`src/rtl/ucq_hub.sv`:
```
// Shared unit-clause hub: per-engine input FIFOs, round-robin arbiter, and a multi-reader broadcast buffer.
// Latency: a literal pushed in cycle t is visible to every engine at t+2 at the earliest (FIFO write, then grant).
// Backpressure: pe_imply_ready drops when an input FIFO is full; the arbiter stalls while the slowest reader is OUTPUT_DEPTH behind.
//
// Ports:
//   clk, rst            clock; asynchronous active-high reset
//   flush               synchronous clear of every queue, pointer and the conflict flag
//   pe_imply_valid/lit  per-engine implied literal, engine i at [i*LIT_W +: LIT_W]
//   pe_imply_ready      per-engine input FIFO can accept (forced low during flush)
//   pe_uc_valid/lit     per-engine head of the broadcast buffer
//   pe_uc_pop           per-engine consume of its head literal (ignored when not valid)
//   idle                no literal held anywhere in the hub
//   conflict            sticky contradictory-literal flag
//
// Optional feature: define CONFLICT_DETECT_EN to drop duplicate literals and flag
// contradictions against the live broadcast window; otherwise conflict is tied low.
module ucq_hub #(
    parameter int NUM_PE    = 4,
    parameter int LIT_W     = 16,
    parameter int IN_DEPTH  = 8,
    parameter int OUT_DEPTH = 8
) (
    input  logic                    clk,
    input  logic                    rst,
    input  logic                    flush,
    input  logic [NUM_PE-1:0]       pe_imply_valid,
    input  logic [NUM_PE*LIT_W-1:0] pe_imply_lit,
    output logic [NUM_PE-1:0]       pe_imply_ready,
    output logic [NUM_PE-1:0]       pe_uc_valid,
    output logic [NUM_PE*LIT_W-1:0] pe_uc_lit,
    input  logic [NUM_PE-1:0]       pe_uc_pop,
    output logic                    idle,
    output logic                    conflict
);
    localparam int IN_AW  = $clog2(IN_DEPTH);
    localparam int OUT_AW = $clog2(OUT_DEPTH);
    localparam int PE_W   = $clog2(NUM_PE);

    typedef logic [LIT_W-1:0] lit_t;
    typedef logic [IN_AW:0]   icnt_t;
    typedef logic [IN_AW-1:0] iptr_t;
    typedef logic [OUT_AW:0]  ptr_t;    // extra wrap bit distinguishes full from empty

    localparam icnt_t ICNT_ONE  = icnt_t'(1);
    localparam icnt_t ICNT_FULL = icnt_t'(IN_DEPTH);
    localparam iptr_t IPTR_ONE  = iptr_t'(1);
    localparam ptr_t  PTR_ONE   = ptr_t'(1);
    localparam ptr_t  PTR_FULL  = ptr_t'(OUT_DEPTH);

    // ------------------------------------------------------------------
    // Per-engine input FIFOs
    // ------------------------------------------------------------------
    lit_t              in_mem [NUM_PE][IN_DEPTH];
    iptr_t             in_wp  [NUM_PE];
    iptr_t             in_rp  [NUM_PE];
    icnt_t             in_cnt [NUM_PE];
    lit_t              in_head [NUM_PE];
    logic [NUM_PE-1:0] in_empty;
    logic [NUM_PE-1:0] in_full;
    logic [NUM_PE-1:0] in_push;
    logic [NUM_PE-1:0] in_pop;

    always_comb begin
        in_empty = '0;
        in_full  = '0;
        for (int p = 0; p < NUM_PE; p++) begin
            in_empty[p] = (in_cnt[p] == '0);
            in_full[p]  = (in_cnt[p] == ICNT_FULL);
            in_head[p]  = in_mem[p][in_rp[p]];
        end
    end

    // A pop on a full FIFO only frees the slot at the next edge, so ready
    // looks at the registered count alone.
    assign pe_imply_ready = ~in_full & {NUM_PE{~flush}};
    assign in_push        = pe_imply_valid & pe_imply_ready;

    always_ff @(posedge clk or posedge rst) begin
        if (rst) begin
            for (int p = 0; p < NUM_PE; p++) begin
                in_wp[p]  <= '0;
                in_rp[p]  <= '0;
                in_cnt[p] <= '0;
            end
        end else if (flush) begin
            for (int p = 0; p < NUM_PE; p++) begin
                in_wp[p]  <= '0;
                in_rp[p]  <= '0;
                in_cnt[p] <= '0;
            end
        end else begin
            for (int p = 0; p < NUM_PE; p++) begin
                if (in_push[p]) in_wp[p] <= in_wp[p] + IPTR_ONE;
                if (in_pop[p])  in_rp[p] <= in_rp[p] + IPTR_ONE;
                case ({in_push[p], in_pop[p]})
                    2'b10:   in_cnt[p] <= in_cnt[p] + ICNT_ONE;
                    2'b01:   in_cnt[p] <= in_cnt[p] - ICNT_ONE;
                    default: in_cnt[p] <= in_cnt[p];
                endcase
            end
        end
    end

    // Storage needs no reset: the count/pointers decide what is live.
    always_ff @(posedge clk) begin
        for (int p = 0; p < NUM_PE; p++) begin
            if (in_push[p]) in_mem[p][in_wp[p]] <= pe_imply_lit[p*LIT_W +: LIT_W];
        end
    end

    // ------------------------------------------------------------------
    // Broadcast buffer occupancy, seen from each reader
    // ------------------------------------------------------------------
    lit_t              buf_mem [OUT_DEPTH];
    ptr_t              wr_ptr;
    ptr_t              rd_ptr [NUM_PE];
    ptr_t              occ    [NUM_PE];
    logic              buf_full;
    logic [NUM_PE-1:0] rd_adv;

    always_comb begin
        buf_full = 1'b0;
        for (int i = 0; i < NUM_PE; i++) begin
            occ[i] = wr_ptr - rd_ptr[i];
            if (occ[i] == PTR_FULL) buf_full = 1'b1;
        end
    end

    // ------------------------------------------------------------------
    // Round-robin arbiter: first non-empty FIFO at or after rr_ptr
    // ------------------------------------------------------------------
    logic [PE_W-1:0] rr_ptr;
    logic [PE_W-1:0] rr_next;
    logic [PE_W-1:0] grant_idx;
    logic [PE_W-1:0] cand;
    logic            grant_vld;
    lit_t            grant_lit;
    logic            lit_nz;
    logic            dup_hit;
    logic            buf_we;

    always_comb begin
        grant_vld = 1'b0;
        grant_idx = rr_ptr;
        cand      = rr_ptr;
        for (int k = 0; k < NUM_PE; k++) begin
            cand = PE_W'((int'(rr_ptr) + k) % NUM_PE);
            if (!grant_vld && !buf_full && !in_empty[cand]) begin
                grant_vld = 1'b1;
                grant_idx = cand;
            end
        end
    end

    always_comb begin
        in_pop = '0;
        for (int p = 0; p < NUM_PE; p++) begin
            in_pop[p] = grant_vld && (grant_idx == PE_W'(p)) && !flush;
        end
    end

    assign grant_lit = in_head[grant_idx];
    assign lit_nz    = (grant_lit != '0);
    assign rr_next   = (grant_idx == PE_W'(NUM_PE - 1)) ? '0 : grant_idx + PE_W'(1);

    // A zero head is consumed (and still advances rr_ptr) but never written.
    assign buf_we = grant_vld && lit_nz && !dup_hit && !flush;

`ifdef CONFLICT_DETECT_EN
    // The live window runs from the laggiest reader (largest occupancy) up to wr_ptr.
    ptr_t              live_occ;
    logic [OUT_AW-1:0] oldest;
    logic [OUT_AW-1:0] rel;
    logic              neg_hit;
    logic              conflict_q;

    always_comb begin
        live_occ = '0;
        oldest   = wr_ptr[OUT_AW-1:0];
        for (int i = 0; i < NUM_PE; i++) begin
            if (occ[i] > live_occ) begin
                live_occ = occ[i];
                oldest   = rd_ptr[i][OUT_AW-1:0];
            end
        end
        dup_hit = 1'b0;
        neg_hit = 1'b0;
        rel     = '0;
        for (int s = 0; s < OUT_DEPTH; s++) begin
            rel = OUT_AW'(s) - oldest;
            if ({1'b0, rel} < live_occ) begin
                if (buf_mem[s] == grant_lit) dup_hit = 1'b1;
                // x and -x sum to zero in two's complement
                if (lit_t'(buf_mem[s] + grant_lit) == '0) neg_hit = 1'b1;
            end
        end
    end

    always_ff @(posedge clk or posedge rst) begin
        if (rst) begin
            conflict_q <= 1'b0;
        end else if (flush) begin
            conflict_q <= 1'b0;
        end else if (grant_vld && lit_nz && neg_hit) begin
            conflict_q <= 1'b1;
        end
    end

    assign conflict = conflict_q;
`else
    assign dup_hit  = 1'b0;
    assign conflict = 1'b0;
`endif

    // ------------------------------------------------------------------
    // Pointer state
    // ------------------------------------------------------------------
    assign rd_adv = pe_uc_pop & pe_uc_valid;

    always_ff @(posedge clk or posedge rst) begin
        if (rst) begin
            wr_ptr <= '0;
            rr_ptr <= '0;
            for (int i = 0; i < NUM_PE; i++) rd_ptr[i] <= '0;
        end else if (flush) begin
            wr_ptr <= '0;
            rr_ptr <= '0;
            for (int i = 0; i < NUM_PE; i++) rd_ptr[i] <= '0;
        end else begin
            if (grant_vld) rr_ptr <= rr_next;
            if (buf_we)    wr_ptr <= wr_ptr + PTR_ONE;
            for (int i = 0; i < NUM_PE; i++) begin
                if (rd_adv[i]) rd_ptr[i] <= rd_ptr[i] + PTR_ONE;
            end
        end
    end

    always_ff @(posedge clk) begin
        if (buf_we) buf_mem[wr_ptr[OUT_AW-1:0]] <= grant_lit;
    end

    // ------------------------------------------------------------------
    // Reader-side outputs and idle
    // ------------------------------------------------------------------
    always_comb begin
        pe_uc_valid = '0;
        pe_uc_lit   = '0;
        idle        = &in_empty;
        for (int i = 0; i < NUM_PE; i++) begin
            pe_uc_valid[i]              = (rd_ptr[i] != wr_ptr);
            pe_uc_lit[i*LIT_W +: LIT_W] = buf_mem[rd_ptr[i][OUT_AW-1:0]];
            if (rd_ptr[i] != wr_ptr) idle = 1'b0;
        end
    end

endmodule

```
`config.mk`:
```
export PLATFORM = sky130hd
export DESIGN_NAME = ucq_hub
export DESIGN_NICKNAME = d
export VERILOG_FILES = /design/src/rtl/ucq_hub.sv
export SDC_FILE = /design/constraint.sdc
export NUM_CORES = 1
export LEC_CHECK = 0
export CORE_ASPECT_RATIO = 1.2
export CORE_MARGIN = 3
export CORE_UTILIZATION = 61
export CTS_CLUSTER_SIZE = 12
export DETAILED_ROUTE_END_ITERATION = 10
export HOLD_SLACK_MARGIN = 0.1
export PLACE_DENSITY_LB_ADDON = 0.3
export SYNTH_ARGS = -nofsm -noshare
export SYNTH_HDL_FRONTEND = slang
export SYNTH_SLANG_ARGS = --single-unit
export TNS_END_PERCENT = 1
```
`constraint.sdc`:
```
create_clock -name clk -period 7.13 [get_ports clk]
set_clock_uncertainty 0.15 [all_clocks]
set_input_delay 0.713 -clock clk [delete_from_list [all_inputs] [get_ports clk]]
set_output_delay 0.713 -clock clk [all_outputs]
set_load 0.05 [all_outputs]
```
-- Yosys cells after proc, flatten, opt, wreduce, memory -nomap -nowiden
Memory sizes are Yosys's and may differ from the RTL's.
Cells that the tools add are included.
- $add $sub $neg: 29
- multiply operators: 0
- div/mod/pow operators: 0
- order comparisons: 17
- equal/unequal tests: 23
- shift-type cells: 0
- multiplexer cells: 81
- bitwise logic cells: 14
- reduce and logical (&&, ||, !) cells: 55
- operator list (cell ; count):
    $mux W128 ; 4
    $mux W16 ; 16
    $bmux W16 S3 ; 4
    $demux W16 S3 ; 4
    $add A4 B1 Y4 const B ; 9
    $bmux W16 S2 ; 1
    $eq A4 B4 Y1 const B ; 8
    $ge A4 B4 Y1 const B ; 8
    $not A3 Y4 ; 8
    $pmux W4 S2 ; 4
    $reduce_bool A2 Y1 ; 14
    $add A3 B1 Y3 const B ; 8
    $mux W12 ; 2
    $mux W3 ; 8
    $mux W4 ; 6
    $mux W1 ; 22
    $logic_and A1 B1 Y1 ; 21
    $logic_not A4 Y1 ; 4
    $lt A4 B1 Y1 const B ; 4
    $ne A4 B4 Y1 ; 4
    $reduce_bool A16 Y1 ; 1
    $sub A4 B1 Y4 const B ; 4
    $sub A4 B4 Y4 ; 4
    $and A4 B4 Y4 ; 3
    other kinds (15) ; 48
- register bits: 62
- bits in latches: 0
- bits in writable memories: 640
- memory bits (read-only): 0
- input port bits: 75
- output and inout bits: 74
- logic and storage cells: 239
- memories: 2
- memory list (name ; depth ; bits a word ; read ports ; clocked after Yosys merged registers in ; write ports ; line ; RTL):
    in_mem ; 4 ; 128 ; 4 ; 0 ; 4 ; 53 ; lit_t in_mem [NUM_PE][IN_DEPTH];
    buf_mem ; 8 ; 16 ; 4 ; 0 ; 1 ; 114 ; lit_t buf_mem [OUT_DEPTH];

-- Depth between registers and ports, before layout
- depth in word-level cells: 30
- mapped depth: 23
- gate-level depth less buffers: 20

-- Least setup slack after synthesis
No wires, ideal clock.
- path type: register to register
- from: reg rd_ptr[5] in the netlist's numbering
- to: mem buf_mem[0][0] in the netlist's numbering (enable)
- setup time: 0.430 ns
- arrival: 5.071 ns
- data required time: 6.550 ns
- setup slack: 1.479 ns
- stages on the path, launching flop included: 15
- path buffers: 2
- clock period less this slack: 5.651 ns
- path through: dfrtp_1 clkbuf_1 buf_1 inv_1 ha_1 nor2b_1 or4b_1 a211oi_2 or4_4 o31ai_4 nand2_2 mux4_2 o211ai_2 nor3_2 nor4_1
- word-level cells in the longest chain between the ends: 28
- elaborated cells between the ends (all ways): 31
- those cells by class: add/sub: 1; eq/ne: 1; mux: 14; bitwise: 1; reduce/logical: 14
- RTL lines (item ; line ; RTL):
    start: declaration ; 116 ; ptr_t rd_ptr [NUM_PE];
    start signal: indexed assignment ; 233 ; if (rd_adv[i]) rd_ptr[i] <= rd_ptr[i] + PTR_ONE;
    $sub A4 B4 Y4 (*) ; 124 ; occ[i] = wr_ptr - rd_ptr[i];
    $eq A4 B4 Y1 (*) ; 125 ; if (occ[i] == PTR_FULL) buf_full = 1'b1;
    $mux W1 (*) (2 in series) ; 125 ;
    $logic_not A1 Y1 (*) ; 148 ; if (!grant_vld && !buf_full && !in_empty[cand]) begin
    $logic_and A1 B1 Y1 ; 148 ;
    $mux W1 ; 148 ;
    $logic_not A1 Y1 ; 148 ;
    $logic_and A1 B1 Y1 (2 in series) ; 148 ;
    [8 not listed] ; - ;
    $mux W2 ; 148 ;
    $not A2 Y3 (implied by the code) ; 162 ; assign grant_lit = in_head[grant_idx];
    $bmux W16 S2 ; 162 ;
    $mux W16 (implied by the code) (2 in series) ; 162 ;
    $reduce_bool A16 Y1 ; 163 ; assign lit_nz = (grant_lit != '0);
    $logic_and A1 B1 Y1 (*) (2 in series) ; 167 ; assign buf_we = grant_vld && lit_nz && !dup_hit && !flush;
    $mux W1 (*) ; 239 ; if (buf_we) buf_mem[wr_ptr[OUT_AW-1:0]] <= grant_lit;
    $mux W1 (implied by the code) (*) ; 239 ;
    end: declaration ; 114 ;
Every way passes the cells marked *; elsewhere a longest branch is shown, timed or not. The select of a mux whose other input is x is not followed.

-- Final worst setup path
- from: reg rd_ptr[10] in the netlist's numbering
- to: reg in_cnt[11] in the netlist's numbering
- word-level cells in the longest chain between the ends: 26
- elaborated cells between the ends (all ways): 31
- those cells by class: add/sub: 1; eq/ne: 4; mux: 12; reduce/logical: 14
- RTL lines (item ; line ; RTL):
    $sub A4 B4 Y4 (*) ; 124 ;
    $eq A4 B4 Y1 (*) ; 125 ;
    $mux W1 (*) (3 in series) ; 125 ;
    $logic_not A1 Y1 (*) ; 148 ;
    $logic_and A1 B1 Y1 ; 148 ;
    $mux W1 ; 148 ;
    $logic_not A1 Y1 ; 148 ;
    $logic_and A1 B1 Y1 (2 in series) ; 148 ;
    [5 not listed] ; - ;
    $logic_not A1 Y1 ; 148 ;
    $logic_and A1 B1 Y1 (2 in series) ; 148 ;
    $mux W2 ; 148 ;
    $eq A2 B1 Y1 ; 158 ; in_pop[p] = grant_vld && (grant_idx == PE_W'(p)) && !flush;
    $logic_and A1 B1 Y1 (*) (2 in series) ; 158 ;
    $eq A2 B1 Y1 or $eq A2 B2 Y1 (tied branches) ; 95 ; case ({in_push[p], in_pop[p]})
    $pmux W4 S2 ; 95 ;
    $mux W16 ; 85 ; end else if (flush) begin
    end signal: indexed assignment ; 96 ; 2'b10: in_cnt[p] <= in_cnt[p] + ICNT_ONE;
    end signal: indexed assignment ; 97 ; 2'b01: in_cnt[p] <= in_cnt[p] - ICNT_ONE;
    end signal: indexed assignment ; 98 ; default: in_cnt[p] <= in_cnt[p];
    end: declaration ; 56 ; icnt_t in_cnt [NUM_PE];
Every way passes the cells marked *; elsewhere a longest branch is shown, timed or not.
A chain may end at the register's enable or synchronous reset.

==> results.tsv <==
stage	metric	value	unit
sta	max-slew violation count	0	
grt	grt ovf	0	
power	VDD IR max	0.000346	V
sta	Achievable Freq	170	MHz
die	Starting Density	62.1	%
finish	Syn-to-layout area delta	14.9	%
drt	DRT iter0 DRCs	1938	
synthesis	post-synthesis sequential area ratio	64.6	%
die	Die W	216	um
placed_design	RePlAce Congestion	0.896	
placed_design	Final HPWL DP	49500	um
critical_path	Critical R2R Launch	rd_ptr[10]	
sta	unrepaired setup endpoints after global routing	false	
synthesis	leading area contributor after synthesis	edfxtp_1	
critical_path	crit path DAT	6.20	ns
die	Die Y	257	um
clocking	Num CTS Buffers	72	
clocking	cts-stage hold buffer count	0	
placed_design	port bufs	147	
finish	Final Core Density	71.3	%
grt	via count of the first global-routing pass	18900	
synthesis	Synth cell types	80	
finish	Layout Cell Area excl Fill	36900	um^2
synthesis	Post-synth top cells	edfxtp_1 (640), nand2_1 (267), mux4_2 (234)	
sta	Final Setup Violations	0	
critical_path	CP startpoint kind	register	
finish	multi-input logic area	11100	um^2
drt	DR vias	18600	
clocking	Setup Fix Bufs, Post-CTS	0	
grt	antenna violations before repair	2	
clocking	worst skew pair latency	0.61	ns
clocking	clock root cell	clkbuf_16	
die	Die ar.	55500	um^2
finish	number of nets in the finished design	2212	
synthesis	Post-Syn Nets	2049	
synthesis	Post-synth EDFFs	640	
synthesis	Most used DFF post-synth	edfxtp_1	
drt	DR pass1 iterations	5	
synthesis	Async SR Flop Fraction	8.83	%
power	P per Cell Area	439	nW/um^2
critical_path	Critical Path End Type	register	
sta	Worst-Margin Slew	1.16	ns
clocking	CTS clk-pin slew, worst paths	0.06	ns
grt	first-pass GRT wire length	115000	um
flow_run	# Max-Cap Violations	0	
synthesis	Synth area leaders	edfxtp_1 (60%), mux4_2 (16%), dfrtp_1 (4.8%)	
clocking	number of clock sinks	702	
sta	Final min period	5.88	ns
min_path	Hold Crit Class	reg -> reg	
grt	largest net degree at the start of global routing	63	
sta	final hold viol count	0	
synthesis	yosys warns	0	
sta	setup TNS	0	ns
die	I/O Pins	149	
sta	Rel. slew slack	21.6	%
die	FP Rows	91	
critical_path	crit-path max FO	23	
synthesis	Synth Cell Area	32100	um^2
clocking	CTS Buffer Depth	3	
drt	post-route ant nets	0	
clocking	Max H-tree Level	3	
drt	vias per cell	6.55	
critical_path	Required @ worst endpoint	7.46	ns
synthesis	most numerous cell in the Yosys netlist	edfxtp_1	
synthesis	share of the synthesized area in the top cell type	59.8	%
critical_path	CP startpoint	rd_ptr[10]	
clocking	Resize count post-CTS	0	
power	static leakage	12.0	nW
sta	crit share post-route	82.4	%
finish	Seq. cell area	20800	um^2
drt	total detailed-routing wirelength	75000	um
run_status	run status	completed	
min_path	hold path start	in_rp[4]	
placed_design	Post-DP Area	34800	um^2
critical_path	CP Class	reg -> reg	
finish	FILL cells	3159	
drt	wire per inst	26.4	um
die	core area	51800	um^2
synthesis	Yosys reg bits	702	
drt	# DRC	0	
grt	Overall Global Routing Usage	27.6	%
synthesis	Synth Instances	1933	
clocking	CTS tree	yes	
finish	layout cells sized above 1	22.8	%
synthesis	Synth Area per Inst	16.6	um^2
-- kinds of logic after synthesis --
logic type / after synthesis / share of synthesized area, %
muxes: 355 / 20.3
adders and majority gates: 41 / 1.69
AOI/OAI and AO/OA: 137 / 2.99
xor gates and xnor gates: 44 / 1.22
DFF: 702 / 64.6
and+or+nand+nor: 518 / 7.46
buffers and inverters: 135 / 1.69
other: 1 / 0.0117
-- cell type report --
cell class | count | area share (%)
Antenna cell | 2 | 0.0135
Clock buffer | 106 | 5.56
Clock inverter | 15 | 0.356
Inverter | 20 | 0.207
Multi-Input combinational cell | 1096 | 30.2
Sequential cell | 702 | 56.2
Tap cell | 697 | 2.36
Timing Repair Buffer | 204 | 5.13
-- metal layers --
metal  up-vias  wire [um]  track usage, %  share of wire [%]
met5         -          0               0                  0
met4         0       2520            9.72                3.4
met3       167       5830            4.76                7.8
met2       930      39100            47.6                 52
met1      9505      27500            36.0                 37
li1       8010          -               -                  -
-- critical path, stage by stage, from the launching register on --
cell	delay (ns)
dfrtp_1	0.93
clkinv_1	0.24
ha_1	0.35
and3_1	0.20
nand2_1	0.08
o32ai_1	0.12
or4_4	0.56
o31ai_4	0.33
nand2_2	0.43
clkinv_2	0.35
ha_1	0.24
nand2_1	0.16
nor3_1	0.41
ha_1	0.32
a21o_1	0.17
a21oi_1	0.17
nand2_1	0.07
o21ai_0	0.23
xnor2_1	0.16
nor2_1	0.05
-- cells in the final DEF, fill, tap and decap left out, types with 37 or more instances in the layout --
cell,n
dfrtp_1,58
edfxtp_1,640
mux2i_1,76
nor2_1,82
mux4_2,234
buf_4,57
mux2_2,45
nand2_1,267
clkdlybuf4s50_1,146
ha_1,37
o21ai_0,39
clkbuf_16,75
-- final timing paths --
path                              end  slack (ns)  cells after the start
hold reg to reg              in_rp[4]        0.43                      2
hold / removal               in_rp[4]        0.43                      2
setup / recovery           in_cnt[11]        1.25                     19
min in group asynchronous   rd_ptr[3]        0.55                      3
setup reg to reg           in_cnt[11]        1.25                     19
max in group asynchronous   rd_ptr[8]        5.60                      3
-- flip-flops by register name, summed over array words and instances, names as in the netlist --
signal	cells
buf_mem	128
in_mem	512
rd_ptr	16
in_cnt	16
rr_ptr	2
wr_ptr	4
in_wp	12
in_rp	12
-- metrics by stage --
stage                     hold WS, ns  setup WS [ns]  instances  power (mW)
after CTS                       0.425           1.28       2840        16.2
after detailed placement        0.407           1.39       2719        12.7
final                           0.428           1.25       2842        16.2
after floorplan                 0.373           1.48       1933        10.5
after global routing            0.480          0.818       2842        16.9
after global placement          0.395           1.56       2719        12.6
-- report_power, final --
part           leakage [nW]  total (mW)  switching [mW]  internal [mW]
logic                  4.35        6.99            4.41           2.58
registers              6.62        5.72           0.330           5.39
clock network          1.07        3.52            1.46           2.06
total                  12.0        16.2            6.20           10.0
Power figures use the tool's default switching activity.
